<file path="config.mk">
export PLATFORM = sky130hd
export DESIGN_NAME = wb_hazard_unit_flat
export DESIGN_NICKNAME = d
export VERILOG_FILES = /design/src/rtl/wb_pkg.sv /design/src/rtl/wb_hazard_unit_if.sv /design/src/rtl/wb_hazard_unit_fwd_select.sv /design/src/rtl/wb_hazard_unit.sv /design/src/flat_wrapper.sv
export SDC_FILE = /design/constraint.sdc
export NUM_CORES = 1
export LEC_CHECK = 0
export ABC_CLOCK_PERIOD_IN_PS = 3840
export CAP_MARGIN = 40
export CORE_MARGIN = 2
export CORE_UTILIZATION = 45
export DETAILED_ROUTE_END_ITERATION = 12
export GPL_TIMING_DRIVEN = 1
export HOLD_SLACK_MARGIN = 0.08
export PLACE_DENSITY = 0.95
export SYNTH_ARGS = -nofsm -noshare
export SYNTH_HDL_FRONTEND = slang
export SYNTH_SLANG_ARGS = --single-unit
</file>
<file path="constraint.sdc">
create_clock -name clk -period 3.84 [get_ports clk]
set_input_delay 0.768 -clock clk [delete_from_list [all_inputs] [get_ports clk]]
set_output_delay 0.768 -clock clk [all_outputs]
set_load 0.005 [all_outputs]
</file>
<file path="src/rtl/wb_pkg.sv">
// Shared types and constants for the register-file write-back hazard unit.
package wb_pkg;

    localparam int unsigned DW = 16;
    localparam int unsigned AW = 3;
    localparam int unsigned CW = 16;

    localparam logic [1:0] FWD_RF  = 2'd0;
    localparam logic [1:0] FWD_EX  = 2'd1;
    localparam logic [1:0] FWD_MEM = 2'd2;
    localparam logic [1:0] FWD_WB  = 2'd3;

    typedef struct packed {
        logic          valid;
        logic          we;
        logic          load;
        logic [AW-1:0] rd;
        logic [DW-1:0] data;
    } slot_t;

    // A slot produces register r when it will really write it; R0 never counts.
    function automatic logic slot_live(input slot_t s, input logic [AW-1:0] r);
        return s.valid & s.we & (s.rd == r) & (r != '0);
    endfunction

endpackage

</file>
<file path="src/rtl/wb_hazard_unit_if.sv">
// Decode/datapath <-> hazard unit signal bundle, including the register-file write port.
interface wb_hazard_unit_if #(
    parameter int unsigned DW = wb_pkg::DW,
    parameter int unsigned AW = wb_pkg::AW
);
    logic          issue_valid;
    logic          issue_we;
    logic          issue_load;
    logic [AW-1:0] issue_rd;
    logic [AW-1:0] issue_ra;
    logic [AW-1:0] issue_rb;
    logic          use_ra;
    logic          use_rb;
    logic          flush;
    logic [DW-1:0] ex_result;
    logic [DW-1:0] mem_rdata;

    logic          stall;
    logic [1:0]    fwd_a;
    logic [1:0]    fwd_b;
    logic [DW-1:0] fwd_ex;
    logic [DW-1:0] fwd_mem;
    logic [DW-1:0] fwd_wb;
    logic          rf_we;
    logic [AW-1:0] rf_rw;
    logic [DW-1:0] rf_busw;
    logic [15:0]   wb_count;

    modport master (
        output issue_valid, issue_we, issue_load, issue_rd, issue_ra, issue_rb,
        output use_ra, use_rb, flush, ex_result, mem_rdata,
        input  stall, fwd_a, fwd_b, fwd_ex, fwd_mem, fwd_wb,
        input  rf_we, rf_rw, rf_busw, wb_count
    );

    modport slave (
        input  issue_valid, issue_we, issue_load, issue_rd, issue_ra, issue_rb,
        input  use_ra, use_rb, flush, ex_result, mem_rdata,
        output stall, fwd_a, fwd_b, fwd_ex, fwd_mem, fwd_wb,
        output rf_we, rf_rw, rf_busw, wb_count
    );

endinterface

</file>
<file path="src/rtl/wb_hazard_unit_fwd_select.sv">
// Youngest-first operand forwarding select for one source register.
module fwd_select
    import wb_pkg::*;
(
    input  logic [AW-1:0] i_src,
    input  logic          i_use,
    input  slot_t         i_ex,
    input  slot_t         i_mem,
    input  slot_t         i_wb,
    output logic [1:0]    o_sel
);

    // Only the tags matter here; the data fields are carried for a uniform slot view.
    logic w_unused_data;
    assign w_unused_data = ^{i_ex.data, i_mem.data, i_wb.data};

    // A load in EX has no result yet, so it falls through to older slots.
    always_comb begin
        o_sel = FWD_RF;
        if (i_use) begin
            if (slot_live(i_ex, i_src) && !i_ex.load) begin
                o_sel = FWD_EX;
            end else if (slot_live(i_mem, i_src)) begin
                o_sel = FWD_MEM;
            end else if (slot_live(i_wb, i_src)) begin
                o_sel = FWD_WB;
            end
        end
    end

endmodule

</file>
<file path="src/rtl/wb_hazard_unit.sv">
// EX/MEM/WB destination tracker: forwarding selects, load-use stall and the
// single write port of the 8x16 register file.
module wb_hazard_unit
    import wb_pkg::*;
#(
    parameter int unsigned DW = wb_pkg::DW,
    parameter int unsigned AW = wb_pkg::AW
) (
    input logic           clk,
    input logic           reset,
    wb_hazard_unit_if.slave bus
);

    slot_t           r_ex;
    slot_t           r_mem;
    slot_t           r_wb;
    logic [CW-1:0]   r_wb_count;

    logic            w_hit_a;
    logic            w_hit_b;
    logic            w_stall;
    logic            w_accept;
    logic            w_rf_we;
    logic [DW-1:0]   w_mem_data;
    logic [DW-1:0]   w_wb_data;
    logic [AW-1:0]   w_wb_rd;

    // Load-use: the load's data only exists once it reaches MEM.
    assign w_hit_a  = bus.use_ra & r_ex.load & slot_live(r_ex, bus.issue_ra);
    assign w_hit_b  = bus.use_rb & r_ex.load & slot_live(r_ex, bus.issue_rb);
    assign w_stall  = bus.issue_valid & (w_hit_a | w_hit_b);
    assign w_accept = bus.issue_valid & ~w_stall & ~bus.flush;

    assign w_mem_data = r_mem.load ? bus.mem_rdata : DW'(r_mem.data);
    assign w_wb_data  = DW'(r_wb.data);
    assign w_wb_rd    = AW'(r_wb.rd);
    assign w_rf_we    = r_wb.valid & r_wb.we & (r_wb.rd != '0);

    always_ff @(posedge clk) begin
        if (reset) begin
            r_ex       <= '0;
            r_mem      <= '0;
            r_wb       <= '0;
            r_wb_count <= '0;
        end else begin
            r_wb <= '{valid: r_mem.valid, we: r_mem.we, load: r_mem.load,
                      rd: r_mem.rd, data: w_mem_data};

            // A taken branch kills the EX occupant before it can advance.
            if (bus.flush) begin
                r_mem <= '0;
            end else begin
                r_mem <= '{valid: r_ex.valid, we: r_ex.we, load: r_ex.load,
                           rd: r_ex.rd, data: bus.ex_result};
            end

            if (w_accept) begin
                r_ex <= '{valid: 1'b1, we: bus.issue_we, load: bus.issue_load,
                          rd: bus.issue_rd, data: '0};
            end else begin
                r_ex <= '0;
            end

            if (w_rf_we) begin
                r_wb_count <= r_wb_count + CW'(1);
            end
        end
    end

    fwd_select u_fwd_a (
        .i_src (bus.issue_ra),
        .i_use (bus.use_ra),
        .i_ex  (r_ex),
        .i_mem (r_mem),
        .i_wb  (r_wb),
        .o_sel (bus.fwd_a)
    );

    fwd_select u_fwd_b (
        .i_src (bus.issue_rb),
        .i_use (bus.use_rb),
        .i_ex  (r_ex),
        .i_mem (r_mem),
        .i_wb  (r_wb),
        .o_sel (bus.fwd_b)
    );

    assign bus.stall    = w_stall;
    assign bus.fwd_ex   = bus.ex_result;
    assign bus.fwd_mem  = w_mem_data;
    assign bus.fwd_wb   = w_wb_data;
    assign bus.rf_we    = w_rf_we;
    assign bus.rf_rw    = w_wb_rd;
    assign bus.rf_busw  = w_wb_data;
    assign bus.wb_count = r_wb_count;

endmodule

</file>
<file path="src/flat_wrapper.sv">
// flat-port wrapper written by rule: the top's interface ports become plain ports
module wb_hazard_unit_flat import wb_pkg::*;
#(
    parameter int unsigned DW = wb_pkg::DW,
    parameter int unsigned AW = wb_pkg::AW
)
  (clk, reset, bus_issue_valid, bus_issue_we, bus_issue_load, bus_issue_rd, bus_issue_ra, bus_issue_rb, bus_use_ra, bus_use_rb, bus_flush, bus_ex_result, bus_mem_rdata, bus_stall, bus_fwd_a, bus_fwd_b, bus_fwd_ex, bus_fwd_mem, bus_fwd_wb, bus_rf_we, bus_rf_rw, bus_rf_busw, bus_wb_count);
  wb_hazard_unit_if #(.DW(DW), .AW(AW)) bus_i ();
  input logic clk;
  input logic reset;
  input wire logic [$bits(bus_i.issue_valid)-1:0] bus_issue_valid;
  input wire logic [$bits(bus_i.issue_we)-1:0] bus_issue_we;
  input wire logic [$bits(bus_i.issue_load)-1:0] bus_issue_load;
  input wire logic [$bits(bus_i.issue_rd)-1:0] bus_issue_rd;
  input wire logic [$bits(bus_i.issue_ra)-1:0] bus_issue_ra;
  input wire logic [$bits(bus_i.issue_rb)-1:0] bus_issue_rb;
  input wire logic [$bits(bus_i.use_ra)-1:0] bus_use_ra;
  input wire logic [$bits(bus_i.use_rb)-1:0] bus_use_rb;
  input wire logic [$bits(bus_i.flush)-1:0] bus_flush;
  input wire logic [$bits(bus_i.ex_result)-1:0] bus_ex_result;
  input wire logic [$bits(bus_i.mem_rdata)-1:0] bus_mem_rdata;
  output wire logic [$bits(bus_i.stall)-1:0] bus_stall;
  output wire logic [$bits(bus_i.fwd_a)-1:0] bus_fwd_a;
  output wire logic [$bits(bus_i.fwd_b)-1:0] bus_fwd_b;
  output wire logic [$bits(bus_i.fwd_ex)-1:0] bus_fwd_ex;
  output wire logic [$bits(bus_i.fwd_mem)-1:0] bus_fwd_mem;
  output wire logic [$bits(bus_i.fwd_wb)-1:0] bus_fwd_wb;
  output wire logic [$bits(bus_i.rf_we)-1:0] bus_rf_we;
  output wire logic [$bits(bus_i.rf_rw)-1:0] bus_rf_rw;
  output wire logic [$bits(bus_i.rf_busw)-1:0] bus_rf_busw;
  output wire logic [$bits(bus_i.wb_count)-1:0] bus_wb_count;
  assign bus_i.issue_valid = bus_issue_valid;
  assign bus_i.issue_we = bus_issue_we;
  assign bus_i.issue_load = bus_issue_load;
  assign bus_i.issue_rd = bus_issue_rd;
  assign bus_i.issue_ra = bus_issue_ra;
  assign bus_i.issue_rb = bus_issue_rb;
  assign bus_i.use_ra = bus_use_ra;
  assign bus_i.use_rb = bus_use_rb;
  assign bus_i.flush = bus_flush;
  assign bus_i.ex_result = bus_ex_result;
  assign bus_i.mem_rdata = bus_mem_rdata;
  assign bus_stall = bus_i.stall;
  assign bus_fwd_a = bus_i.fwd_a;
  assign bus_fwd_b = bus_i.fwd_b;
  assign bus_fwd_ex = bus_i.fwd_ex;
  assign bus_fwd_mem = bus_i.fwd_mem;
  assign bus_fwd_wb = bus_i.fwd_wb;
  assign bus_rf_we = bus_i.rf_we;
  assign bus_rf_rw = bus_i.rf_rw;
  assign bus_rf_busw = bus_i.rf_busw;
  assign bus_wb_count = bus_i.wb_count;
  wb_hazard_unit #(.DW(DW), .AW(AW)) u_core (.clk(clk), .reset(reset), .bus(bus_i));
endmodule
</file>
* Word-level counts from Yosys, hierarchy flattened
Cells that the tools add are included.
** Word-level totals
- Flip-flop bits (word level) :: 65
- Input bits :: 49
- Output and inout bits :: 89
- Word-level logic and storage cells :: 66
** Cells by class
- $add $sub $neg :: 1
- Equality and inequality tests :: 6
- Mux-type cells :: 10
- Bitwise logic cells :: 27
- Reduce and logical (&&, ||, !) cells :: 8
** Operator list (count)
- $and 1x1->1 :: 23
- $mux 22 :: 1
- $eq 3x3->1 :: 6
- $add 16x1->16 const B :: 1
- $mux 16 :: 1
- $mux 2 :: 8
- $reduce_bool 3->1 :: 3
- $reduce_or 2->1 :: 2
- $not 1->1 :: 3
- $logic_and 1x1->1 :: 2
- $logic_not 1->1 :: 1
- $or 1x1->1 :: 1

* Longest topological paths before layout
Gate-level depths: netlist of the first run.
- Depth in word-level cells :: 11
- Gate-level depth with buffers :: 6
- Mapped depth without buffers :: 5

* By module
Synthesis of the first run repeated with hierarchy kept, for this count alone.
** Second synthesis, totals
- Cell total of the unflattened synthesis :: 329
- Area, all modules :: 3203.1 um2
** By module, submodules not included
- wb_hazard_unit :: times used 1, cells each 277, area an instance 2825.2 um2, seq. area each 1321.3 um2
- fwd_select :: times used 2, cells each 26, area an instance 188.9 um2, seq. area each 0.0 um2

* Worst setup path before layout of the first run
No wires, ideal clock.
- Kind :: input-to-output
- From :: in bus_issue_ra[1]
- To :: out bus_fwd_a[1]
- Data arrival time :: 1784 ps
- Data required time :: 3072 ps
- Setup slack :: 1288 ps
- Stages :: 6
- Buffers on the path :: 1
- Cell sequence :: buf_6 > or3b_1 > a211oi_2 > o2111ai_1 > nand2_1 > and3_1
** Between the ends
- Cells in the longest elaborated chain, start to end :: 7
- Elaborated cells on any way between the ends :: 15
- Classes of those cells :: eq/ne: 3; mux: 4; bitwise: 6; reduce/logical: 2
** RTL lines
- from (decl) :: RTL line flat_wrapper.sv:15 : input wire logic [$bits(bus_i.issue_ra)-1:0] bus_issue_ra;
- $eq 3x3->1 :: RTL line wb_pkg.sv:23 : return s.valid & s.we & (s.rd == r) & (r != '0);
- $and 1x1->1 (2 in a row) :: RTL line wb_pkg.sv:23
- $mux 2 :: RTL line wb_hazard_unit_fwd_select.sv:25 : end else if (slot_live(i_wb, i_src)) begin
- $mux 2 :: RTL line wb_hazard_unit_fwd_select.sv:23 : end else if (slot_live(i_mem, i_src)) begin
- $mux 2 (*) :: RTL line wb_hazard_unit_fwd_select.sv:21 : if (slot_live(i_ex, i_src) && !i_ex.load) begin
- $mux 2 (*) :: RTL line wb_hazard_unit_fwd_select.sv:20 : if (i_use) begin
- to (decl) :: RTL line flat_wrapper.sv:23 : output wire logic [$bits(bus_i.fwd_a)-1:0] bus_fwd_a;
Every way passes the cells marked *; elsewhere a longest branch is shown, timed or not.

* Worst setup path in the final report of the first run
- From :: in bus_issue_rb[0]
- To :: out bus_fwd_b[1]
** Between the ends
- Cells in the longest elaborated chain, start to end :: 7
- Elaborated cells on any way between the ends :: 15
- Classes of those cells :: eq/ne: 3; mux: 4; bitwise: 6; reduce/logical: 2
** RTL lines
- from (decl) :: RTL line flat_wrapper.sv:16 : input wire logic [$bits(bus_i.issue_rb)-1:0] bus_issue_rb;
- $eq 3x3->1 :: RTL line wb_pkg.sv:23
- $and 1x1->1 (2 in a row) :: RTL line wb_pkg.sv:23
- $mux 2 :: RTL line wb_hazard_unit_fwd_select.sv:25
- $mux 2 :: RTL line wb_hazard_unit_fwd_select.sv:23
- $mux 2 (*) :: RTL line wb_hazard_unit_fwd_select.sv:21
- $mux 2 (*) :: RTL line wb_hazard_unit_fwd_select.sv:20
- to (decl) :: RTL line flat_wrapper.sv:24 : output wire logic [$bits(bus_i.fwd_b)-1:0] bus_fwd_b;
Marked as above.

==> run_results.csv, run 1 <==
group,metric,value,unit
status,status,"finished clean",
global_routing,busiest_layer,"met2",
global_routing,antenna_found_initial,0,
clocking,cts_resized,0,
global_routing,grtUsageMet3,4.33,%
power_and_ir_drop,p_seq_share,48.7,%
global_routing,grt_use_met1,21.7,%
synth,async_flop_share,0,%
clocking,cts_tree,"yes",
timing,worst_pin_slew,0.725,ns
power_and_ir_drop,power.share.clock,40.5,%
worst_setup_path,rrSetupSlack,2.03,ns
timing,period_share,95.2,%
timing,rsz0062_at_grt,"false",
clocking,clk_pin_slew,0.06,ns
die,pin_count,138,
cells_and_area,fin_area,4250,sq um
synth,synth.avg_cell_area,9.71,sq um
synth,ys.flop_type,"dfxtp_1",
die,core_area,6390,sq um
worst_setup_path,end_kind,"primary output",
global_routing,grt_pass1_wl,10800,microns
die,die_y,85.5,microns
timing,hold_viol,0,
place,dp.cells,464,
timing,final.setup.tns,0,ns
place,portBuffers,137,
power_and_ir_drop,total_power,1430,uW
timing,max_freq,274,MHz
power_and_ir_drop,sw_frac_of_total,19.8,%
synth,ys_warn_count,0,
worst_setup_path,cp.arrival,2.89,ns
power_and_ir_drop,p_per_area,337,nW/um^2
routing,drt_iter0_drc,63,
cells_and_area,fin_nets,448,
synth,ys_types,37,
die,rows,29,
die,fp.dieArea,7320,sq um
global_routing,overflow,0,
timing,skew,0.00784,ns
synth,synth_fp_nets,358,
clocking,cts_buffers,9,
routing,vias,2324,
synth,synth_edf_count,0,
global_routing,grt_pass1_vias,2297,
routing,wl,6940,microns
global_routing,grt_usage,18.6,%
clocking,htreeDepth,3,
power_and_ir_drop,p_int,1150,uW
power_and_ir_drop,ir_drop,0.290,mV
clocking,clockRootBuffer,"clkbuf_8",
worst_setup_path,criticalPathCategory,"input port to primary output",
routing,route.detailed.drc,0,
clocking,holdBufCountCts,0,
place,place_hpwl,5460,microns
worst_setup_path,crit_required,3.07,ns
routing,drtAntennaViolNets,0,
cells_and_area,diodes,0,
worst_setup_path,cp_max_fo,6,
job,cap_viol_max_count,0,
worst_setup_path,critPathBufInv,2,
cells_and_area,area_growth,42.1,%
worst_setup_path,path_delay_family,"buffers and inverters",
clocking,insertion_delay,0.31,ns
power_and_ir_drop,power_frac_comb,10.9,%
hold_path,hold_class,"flip-flop to flip-flop",
timing,finalSetupViolations,0,
timing,drv_slew,0,
clocking,postCtsSetupBuffers,0,
routing,dr.pass1.iters,4,
synth,syn-cell-area,2990,sq um
die,die_w,85.5,microns
timing,fin_crit,3.66,ns
routing,wl_per_cell,14.5,microns
die,start_util,46.8,%
clocking,cts_num_sinks,65,
worst_setup_path,cpPeakStageDelay,0.58,ns
timing,whs,0.512,ns
place,placed_area,4040,sq um
routing,routed_via_density,4.84,
power_and_ir_drop,p_sw,284,uW
place,place_congestion,0.915,
global_routing,use_met2,33.2,%
cells_and_area,fin_cells,480,
worst_setup_path,cp_cell_sequence,"clkdlybuf4s50_1, or3b_1, a211oi_1, o2111ai_1, nand2_1, and3_1, clkdlybuf4s50_1",
synth,yosysSeqAreaShare,43.5,%
timing,maxSlewHeadroom,51.6,%
clocking,cts.path.max_buffers,2,
power_and_ir_drop,leakage,0.00160,uW
cells_and_area,drive_gt1_share,9.43,%
worst_setup_path,critPathMostFrequentCell,"clkdlybuf4s50_1",
global_routing,grt_start_max_net_pins,38,
synth,syn_inst,308,
worst_setup_path,crit_path_start_kind,"input port",
synth,synth-seq-cells,65,
cells_and_area,final.fill_count,506,
worst_setup_path,crit_path_top_delay_cell,"clkdlybuf4s50_1",
-- flip-flops by register name, summed over array words and instances (netlist names) --
| name | cells |
|---|---|
| u_core.bus.fwd_wb | 16 |
| u_core.bus.rf_rw | 3 |
| u_core.bus.wb_count | 16 |
| u_core.r_ex | 6 |
| u_core.r_mem | 22 |
| u_core.r_wb | 2 |
-- worst min-delay path: stages (launching register included) --
cell and delay, ns:
dfxtp_1 0.33, o21ai_0 0.08, a21oi_1 0.06
-- path summary, 6_finish.rpt --
path,startpoint,end,depth (start not counted)
hold / removal,u_core.bus.wb_count[10],u_core.bus.wb_count[10],2
setup reg to reg,u_core.bus.rf_rw[1],u_core.bus.wb_count[15],5
hold reg to reg,u_core.bus.wb_count[10],u_core.bus.wb_count[10],2
setup / recovery,bus_issue_rb[0],bus_fwd_b[1],7
-- layout make-up --
| type | count | area, sq um | share of cell area, % |
|---|---|---|---|
| Tap cell | 77 | 96.3 | 2.27 |
| Clock inverter | 2 | 35.0 | 0.824 |
| Multi-Input combinational cell | 180 | 1240 | 29.3 |
| Inverter | 2 | 7.51 | 0.177 |
| Timing Repair Buffer | 140 | 1390 | 32.8 |
| Clock buffer | 14 | 173 | 4.06 |
| Sequential cell | 65 | 1300 | 30.6 |
-- cell families (layout without fill, tap and decap cells) --
family	after synthesis	count (layout)	synth area share, %
AND/OR/NAND/NOR	117	117	23.0
multiplexers	17	17	6.36
flip-flops	65	65	43.5
buffers and inverters	63	158	14.9
adder cells (fa/ha/maj)	1	1	0.418
XOR/XNOR	22	22	6.44
AO/OA/AOI/OAI	23	23	5.40
-- through the flow --
stage / utilization [%] / setup slack, ns
2_1_floorplan: - / 1.29
3_3_place_gp: 63.3 / 0.252
3_5_place_dp: 63.3 / 0.207
4_1_cts: 66.6 / 0.189
5_1_grt: 66.6 / 0.0614
6_report: 66.6 / 0.184
-- Yosys cell counts (all sizes together) (2+ instances only) --
master   instances  share of area [%]
nand3            3               0.92
or3              7                1.5
inv              2               0.25
and2            24                5.0
o211ai           3               0.75
clkbuf           6               0.75
nor3             4               0.67
nor3b            5                1.3
buf             55                 14
o21ai            6                1.0
nand2b           2               0.42
dfxtp           65                 43
and3             6                1.3
nor2            19                2.4
or3b             2               0.59
a21boi           2               0.50
xnor2           12                3.5
nand4            7                2.0
o2111ai          2               0.59
mux2            16                6.0
a21oi            5               0.84
nor2b           23                4.8
nand2           13                1.6
and4             2               0.63
a211oi           2               0.67
xor2            10                2.9
-- placed cells by master (no fill, tap or decap), types with 6 or more instances in the layout --
cell             netlist  final
dfxtp_1               65     65
clkdlybuf4s50_1        0    137
clkbuf_8               0     12
mux2_2                16     16
nor2_1                19     19
xnor2_1               12     12
nand2_1               13     13
nor2b_1               23     23
or3_1                  7      7
and2_1                24     24
xor2_1                10     10
nand4_1                6      6
and3_1                 6      6
o21ai_0                6      6
-- power by group through the flow --
stage | clock network, uW | registers (uW) | logic [uW]
after global placement | 0 | 712 | 153
after CTS | 595 | 697 | 157
after detailed placement | 0 | 712 | 157
after global routing | 629 | 698 | 166
final | 580 | 697 | 156
after floorplan | 0 | 709 | 69.3
-- per-layer routing --
metal  part of all wire, %  up-vias
met3                   5.4        4
met4                  0.91        0
met2                    53       82
li1                      -     1151
met1                    41     1087
met5                     0        -
(Power assumes the default switching activity.)
==> run 2: changes to the inputs <==
CAP_MARGIN = 5   (was 40)
==> results of run 2 <==
Same layout as run 1: the final DEF is identical, and so are final timing and power.
